--- config.mk ---
export PLATFORM = sky130hd
export DESIGN_NAME = dct_row_scheduler
export DESIGN_NICKNAME = d
export VERILOG_FILES = /design/src/rtl/dct_row_scheduler.sv
export SDC_FILE = /design/constraint.sdc
export NUM_CORES = 1
export LEC_CHECK = 0
export CORE_AREA = 2 2 56 58
export DETAILED_ROUTE_END_ITERATION = 12
export DIE_AREA = 0 0 58 60
export PLACE_DENSITY = 0.86
export RECOVER_POWER = 50
export SYNTH_ARGS = -nofsm -noshare
export SYNTH_HDL_FRONTEND = slang
export SYNTH_SLANG_ARGS = --single-unit
--- constraint.sdc ---
create_clock -name clk -period 3.45 [get_ports clk]
set_input_delay 0.69 -clock clk [delete_from_list [all_inputs] [get_ports clk]]
set_output_delay 0.69 -clock clk [all_outputs]
set_load 0.02 [all_outputs]
--- src/rtl/dct_row_scheduler.sv ---
// Row sequencer for the 8x8 DCT: issues each row, waits the engine latency, strobes capture,
// then hands the finished block downstream. Define DCT_2PASS_EN to add a column pass.
module dct_row_scheduler #(
  parameter int ROW_WAIT   = 500,
  parameter int WAIT_W     = 10,
  parameter int ROW_STRIDE = 112,
  parameter int OFS_W      = 10
) (
  input  logic             clk,
  input  logic             reset,
  input  logic             enable,
  input  logic             start,
  output logic             busy,
  output logic [2:0]       row_sel,
  output logic             row_go,
  output logic             row_capture,
  output logic [OFS_W-1:0] out_offset,
  output logic             pass,
  output logic             blk_valid,
  input  logic             blk_ready
);

  typedef enum logic [2:0] {S_IDLE, S_ISSUE, S_WAIT, S_CAPTURE, S_DONE} state_e;

  state_e            state_q, state_d;
  logic [WAIT_W-1:0] wait_q, wait_d;
  logic [2:0]        row_q, row_d;
  logic [OFS_W-1:0]  ofs_q, ofs_d;
  logic              busy_q, busy_d;
  logic              go_q, go_d;
  logic              cap_q, cap_d;
  logic              valid_q, valid_d;

`ifdef DCT_2PASS_EN
  logic pass_q, pass_d;
  assign pass = pass_q;
`else
  assign pass = 1'b0;
`endif

  always_comb begin
    state_d = state_q;
    wait_d  = wait_q;
    row_d   = row_q;
    go_d    = 1'b0;
    cap_d   = 1'b0;
    valid_d = valid_q;
`ifdef DCT_2PASS_EN
    pass_d  = pass_q;
`endif
    // Pulses are computed for the state being entered, so they line up with it on the outputs.
    if (enable) begin
      case (state_q)
        S_IDLE: begin
          if (start) begin
            row_d   = 3'd0;
            state_d = S_ISSUE;
            go_d    = 1'b1;
`ifdef DCT_2PASS_EN
            pass_d  = 1'b0;
`endif
          end
        end
        S_ISSUE: begin
          wait_d  = WAIT_W'(ROW_WAIT - 1);
          state_d = S_WAIT;
        end
        S_WAIT: begin
          if (wait_q == '0) begin
            state_d = S_CAPTURE;
            cap_d   = 1'b1;
          end else begin
            wait_d = wait_q - WAIT_W'(1);
          end
        end
        S_CAPTURE: begin
          if (row_q != 3'd7) begin
            row_d   = row_q + 3'd1;
            state_d = S_ISSUE;
            go_d    = 1'b1;
          end
`ifdef DCT_2PASS_EN
          else if (!pass_q) begin
            pass_d  = 1'b1;
            row_d   = 3'd0;
            state_d = S_ISSUE;
            go_d    = 1'b1;
          end
`endif
          else begin
            state_d = S_DONE;
          end
        end
        S_DONE: begin
          // First DONE cycle raises blk_valid; the handshake is taken on a later edge.
          if (!valid_q) begin
            valid_d = 1'b1;
          end else if (blk_ready) begin
            valid_d = 1'b0;
            state_d = S_IDLE;
          end
        end
        default: state_d = S_IDLE;
      endcase
    end
    ofs_d  = OFS_W'(row_d) * OFS_W'(ROW_STRIDE);
    busy_d = (state_d != S_IDLE);
  end

  always_ff @(posedge clk or negedge reset) begin
    if (!reset) begin
      state_q <= S_IDLE;
      wait_q  <= '0;
      row_q   <= 3'd0;
      ofs_q   <= '0;
      busy_q  <= 1'b0;
      go_q    <= 1'b0;
      cap_q   <= 1'b0;
      valid_q <= 1'b0;
    end else begin
      state_q <= state_d;
      wait_q  <= wait_d;
      row_q   <= row_d;
      ofs_q   <= ofs_d;
      busy_q  <= busy_d;
      go_q    <= go_d;
      cap_q   <= cap_d;
      valid_q <= valid_d;
    end
  end

`ifdef DCT_2PASS_EN
  always_ff @(posedge clk or negedge reset) begin
    if (!reset) pass_q <= 1'b0;
    else        pass_q <= pass_d;
  end
`endif

  assign busy        = busy_q;
  assign row_sel     = row_q;
  assign row_go      = go_q;
  assign row_capture = cap_q;
  assign out_offset  = ofs_q;
  assign blk_valid   = valid_q;

endmodule

# [After elaboration in Yosys (flattened, before gate mapping)]
# Index checks and enable logic that the tools add are counted.
[totals] register_bits=26 latchBits=0 ramBits=0 romBits=0 in_bits=5 out_inout_bits=18 word_cells=45 n_memories=0
[classes] addsub=2 n_mul=1 div=0 magnitude_cmp=0 n_eq_ne=6 shift=0 n_mux=22 bitwise_logic=0 reduce_logical=6
[op_table] cell="3-bit two-way mux" n=9
[op_table] cell="10-bit case mux with 2 select lines" n=1
[op_table] cell="3-bit case mux with 5 select lines" n=1
[op_table] cell="10-bit logical NOT" n=1
[op_table] cell="10-bit two-way mux" n=1
[op_table] cell="10-bit by 1-bit subtractor with 10-bit output, second input constant" n=1
[op_table] cell="1-bit two-way mux" n=8
[op_table] cell="3-bit by 2-bit == test with 1-bit output, second input constant" n=2
[op_table] cell="3-bit by 3-bit multiplier with 6-bit output, second input constant" n=1
[op_table] cell="3-bit case mux with 2 select lines" n=1
[op_table] cell="3-bit by 1-bit adder with 3-bit output, second input constant" n=1
[op_table] cell="3-bit by 1-bit == test with 1-bit output, second input constant" n=1
[op_table] cell="3-bit == test, second input constant" n=1
[op_table] cell="3-bit logical NOT" n=1
[op_table] cell="3-bit inequality test, second input constant" n=1
[op_table] cell="3-bit AND reduction" n=1
[op_table] cell="3-bit nonzero test" n=1
[op_table] cell="2-bit inequality test, second input constant" n=1
[op_table] cell="1-bit case mux with 2 select lines" n=1
[op_table] cell="2-bit AND reduction" n=1
[op_table] cell="2-bit nonzero test" n=1

# [Longest topological paths before layout]
[logic_depth] depth_word=5 mapped_depth=11 ltp_nobuf=10

# [Worst setup path after synthesis]
# No wires, ideal clock.
[synth_timing] kind="input -> register" from="input enable" to="register ofs_q[8], in the netlist out_offset[8]" setup_ns=0.124 arrival_ns=2.717 t_required_ns=3.326 setup_slack_ns=0.610 cell_stages=10 path_buffers=1 path_cell_list="nor2b_1 > clkbuf_1 > a31o_2 > a21o_1 > inv_1 > fa_1 > inv_1 > ha_1 > fa_1 > xor2_1"
[synth_between] elab_chain_len=2
[synth_lines] element="start, declared" line="11" source="input logic enable,"
[synth_lines] element="3-bit two-way mux" line="52" source="if (enable) begin"
[synth_lines] element="named net row_d[2]" line="27" source="logic [2:0] row_q, row_d;"
[synth_lines] element="3-bit by 3-bit multiplier with 6-bit output" line="106" source="ofs_d = OFS_W'(row_d) * OFS_W'(ROW_STRIDE);"
[synth_lines] element="named net ofs_d[8]" line="28" source="logic [OFS_W-1:0] ofs_q, ofs_d;"
[synth_lines] element="end signal, assigned" line="124" source="ofs_q <= ofs_d;"
[synth_lines] element="end, declared" line="28"
# The timed path passes the listed nets, and every way through them passes these cells.
# A chain may end at the register's enable or synchronous reset.

# [Worst setup path after layout]
# Same ends and word-level chain as after synthesis.

==> out/qor.txt <==
die height: 60 um
die width: 58 um
Lkg Pwr: 0.775 nW
Crit Path Max Fanout: 5
CTS buffer count: 3
Area contributors post-synth: dfrtp_1, ha_1, fa_1, xor2_1, nand2_1
drt drc: 0
grt met2 use: 0.318
gr busiest metal: met2
# rows: 20
First-pass DRT Iterations: 4
met1 Use GR: 0.231
largest net degree at the start of global routing: 26
worst setup path category: in -> reg
Fill cells: 242
RSZ-0062 raised after global routing: false
CP arrival: 3.41 ns
Max Cap Violations: 0
die area: 3480 um2
crit end category: flop
vias: 1043
Initial Util: 0.486
WP depth: 10
Routed Antenna Nets: 0
Worst Skew: 0.00172 ns
clock latency on the worst-skew pair: 0.31 ns
synthesis warning total: 0
Worst-Margin Slew: 1.33 ns
cell with the most instances after synthesis: dfrtp_1
layout cells sized above 1: 0.0955
dpl hpwl: 2.08 mm
Tmin final: 3.20 ns
Hold Crit Start: wait_q[8]
Fin. Hold Viols: 0
Root Buffer: clkbuf_4
antenna violations before repair: 0
gr usage total: 0.183
crit path buf inv count: 3
critical path required time: 3.66 ns
core area: 2900 um2
cell taking the most area after synthesis: dfrtp_1
Slowest cell on crit path: dlygate4sd3_1
Clock Tree Buf Depth: 2
Place WS: -0.0416 ns
Vias/cell: 5.49
nets: 174
cell mode on critical path: ha_1
# IOs: 23
clk slew on worst S/H paths: 0.13 ns
cells after synthesis: 138
CP max stage delay: 0.54 ns
CP startpoint kind: primary input
Hold Path Stages: 2
mean post-synth cell area: 10.2 um2
Tcrit/Tclk final: 0.928
status: completed
per-cell routed wire length: 14.4 um
postcts setup bufs: 0
routability cong.: 0.815
Top delay family on crit path: adder cells
post-synthesis async set-or-reset flop share: 1.00
Resize count post-CTS: 0
PwrDens: 713 nW/um2
setup violators final: 0
GRT overflow: 0
VDD IR max: 0.490 mV
met3 Use GR: 0.0238
first-pass GRT wire length: 4.80 mm
Iter 0 DRT Violations: 17
Reg2Reg Depth: 10
post-cts hold buffer count: 0
TritonCTS clock tree: done
n_diodes: 0
CP cell instances: dlygate4sd3_1, nor2b_1, o21ai_0, a32oi_1, buf_4, inv_1, ha_1, ha_1, fa_1, xor2_1
Worst Setup SP: enable
EDFF count, synth: 0
Port Buffers: 17
final core utilization: 0.557
Critical R2R Launch: state_q[1]
layout overhead on the synthesized area: 14.6%
Seq/Total Area, Yosys: 0.443
Relative slew margins: 0.116
Post-Route WL: 2.74 mm
Max Slew Vio Count: 0
min-delay worst type: reg -> reg
Final WS setup: 0.248 ns
number of H-tree levels: 1
Yosys cell types: 45
vias in the first global route: 1096
#FFs+latches synth: 25
clk sinks: 25
Synth Flop Type: dfrtp_1
Max Freq: 312 MHz
share of the synthesized area in the top cell type: 0.443
Commonest cells post-synth: dfrtp_1, nand2_1, nor2_1, inv_1, ha_1
Netlist Area Pre-Place: 1410 um2
[report_power, final]
part	switching (W)	internal [W]
clock network	0.0000853	0.0000452
registers	0.0000922	0.000387
logic	0.000307	0.000236
[cells by family (layout without fill, tap and decap cells)]
group                      after synthesis  in the layout  synth area share
and+or+nand+nor                         44             44             0.169
AOI/OAI and AO/OA                       28             28             0.137
DFF                                     25             25             0.443
buffers and inverters                   20             35            0.0753
adders and majority gates               11             11             0.113
xor gates and xnor gates                 7              7            0.0434
muxes                                    2              2            0.0151
other                                    1              5           0.00266
[metal layers]
| layer | vias up | routed length, um |
|---|---|---|
| met1 | 511 | 1230 |
| met5 | - | 0 |
| met4 | 0 | 50 |
| li1 | 502 | - |
| met2 | 24 | 1380 |
| met3 | 6 | 77 |
[final cells by class]
| cell class | instances | area (um2) | area share |
|---|---|---|---|
| clock buffers | 4 | 26.3 | 0.0162 |
| repair buffers | 22 | 196 | 0.121 |
| flip-flops and latches | 25 | 626 | 0.387 |
| well taps | 33 | 41.3 | 0.0255 |
| multi-input cells | 97 | 694 | 0.429 |
| inverters | 9 | 33.8 | 0.0209 |
[final timing paths]
path,to,slack (ns)
worst min register to register,wait_q[8],0.54
min in group asynchronous,wait_q[1],1.17
max in group asynchronous,wait_q[3],1.50
worst max register to register,out_offset[8],0.41
worst min-delay path,wait_q[8],0.54
worst max-delay path,out_offset[8],0.25
[tightest hold or removal path: cells and delay by family, from the launching register on]
family / cells / cell delay (ns)
XOR/XNOR: 1 / 0.08
flip-flops: 1 / 0.39
AND/OR/NAND/NOR: 1 / 0.06
[flip-flops by register name, indices dropped and copies added, names as in the netlist]
register	count
row_go	1
out_offset	5
busy	1
row_sel	3
blk_valid	1
row_capture	1
state_q	3
wait_q	10
[cells in the final DEF, fill, tap and decap left out, types with 2 or more instances in the layout]
cell | Yosys | routed
a21o_1 | 3 | 3
a21oi_1 | 5 | 5
and2_1 | 2 | 2
and3_1 | 2 | 2
buf_4 | 6 | 2
clkbuf_1 | 3 | 4
clkbuf_4 | 0 | 3
clkdlybuf4s50_1 | 0 | 15
conb_1 | 1 | 5
dfrtp_1 | 25 | 25
dlygate4sd3_1 | 0 | 2
fa_1 | 3 | 3
ha_1 | 8 | 8
inv_1 | 9 | 9
nand2_1 | 13 | 13
nand3_1 | 2 | 2
nor2_1 | 10 | 10
nor3_1 | 2 | 2
o2111ai_1 | 2 | 2
o211ai_1 | 2 | 2
o21ai_0 | 6 | 6
or3_2 | 2 | 2
or4_1 | 2 | 2
xor2_1 | 6 | 6
[through the flow]
stage | setup TNS (ns) | power, W | cell area (um2) | hold WS [ns] | std cells
floorplan | 0 | 0.000828 | 1430 | 0.394 | 142
global placement | 0 | 0.00100 | 1600 | 0.492 | 186
detailed placement | -0.0416 | 0.00103 | 1600 | 0.515 | 186
CTS | 0 | 0.00116 | 1630 | 0.550 | 190
global route | 0 | 0.00126 | 1620 | 0.574 | 190
finish | 0 | 0.00115 | 1620 | 0.543 | 190
(Power assumes the default switching activity.)
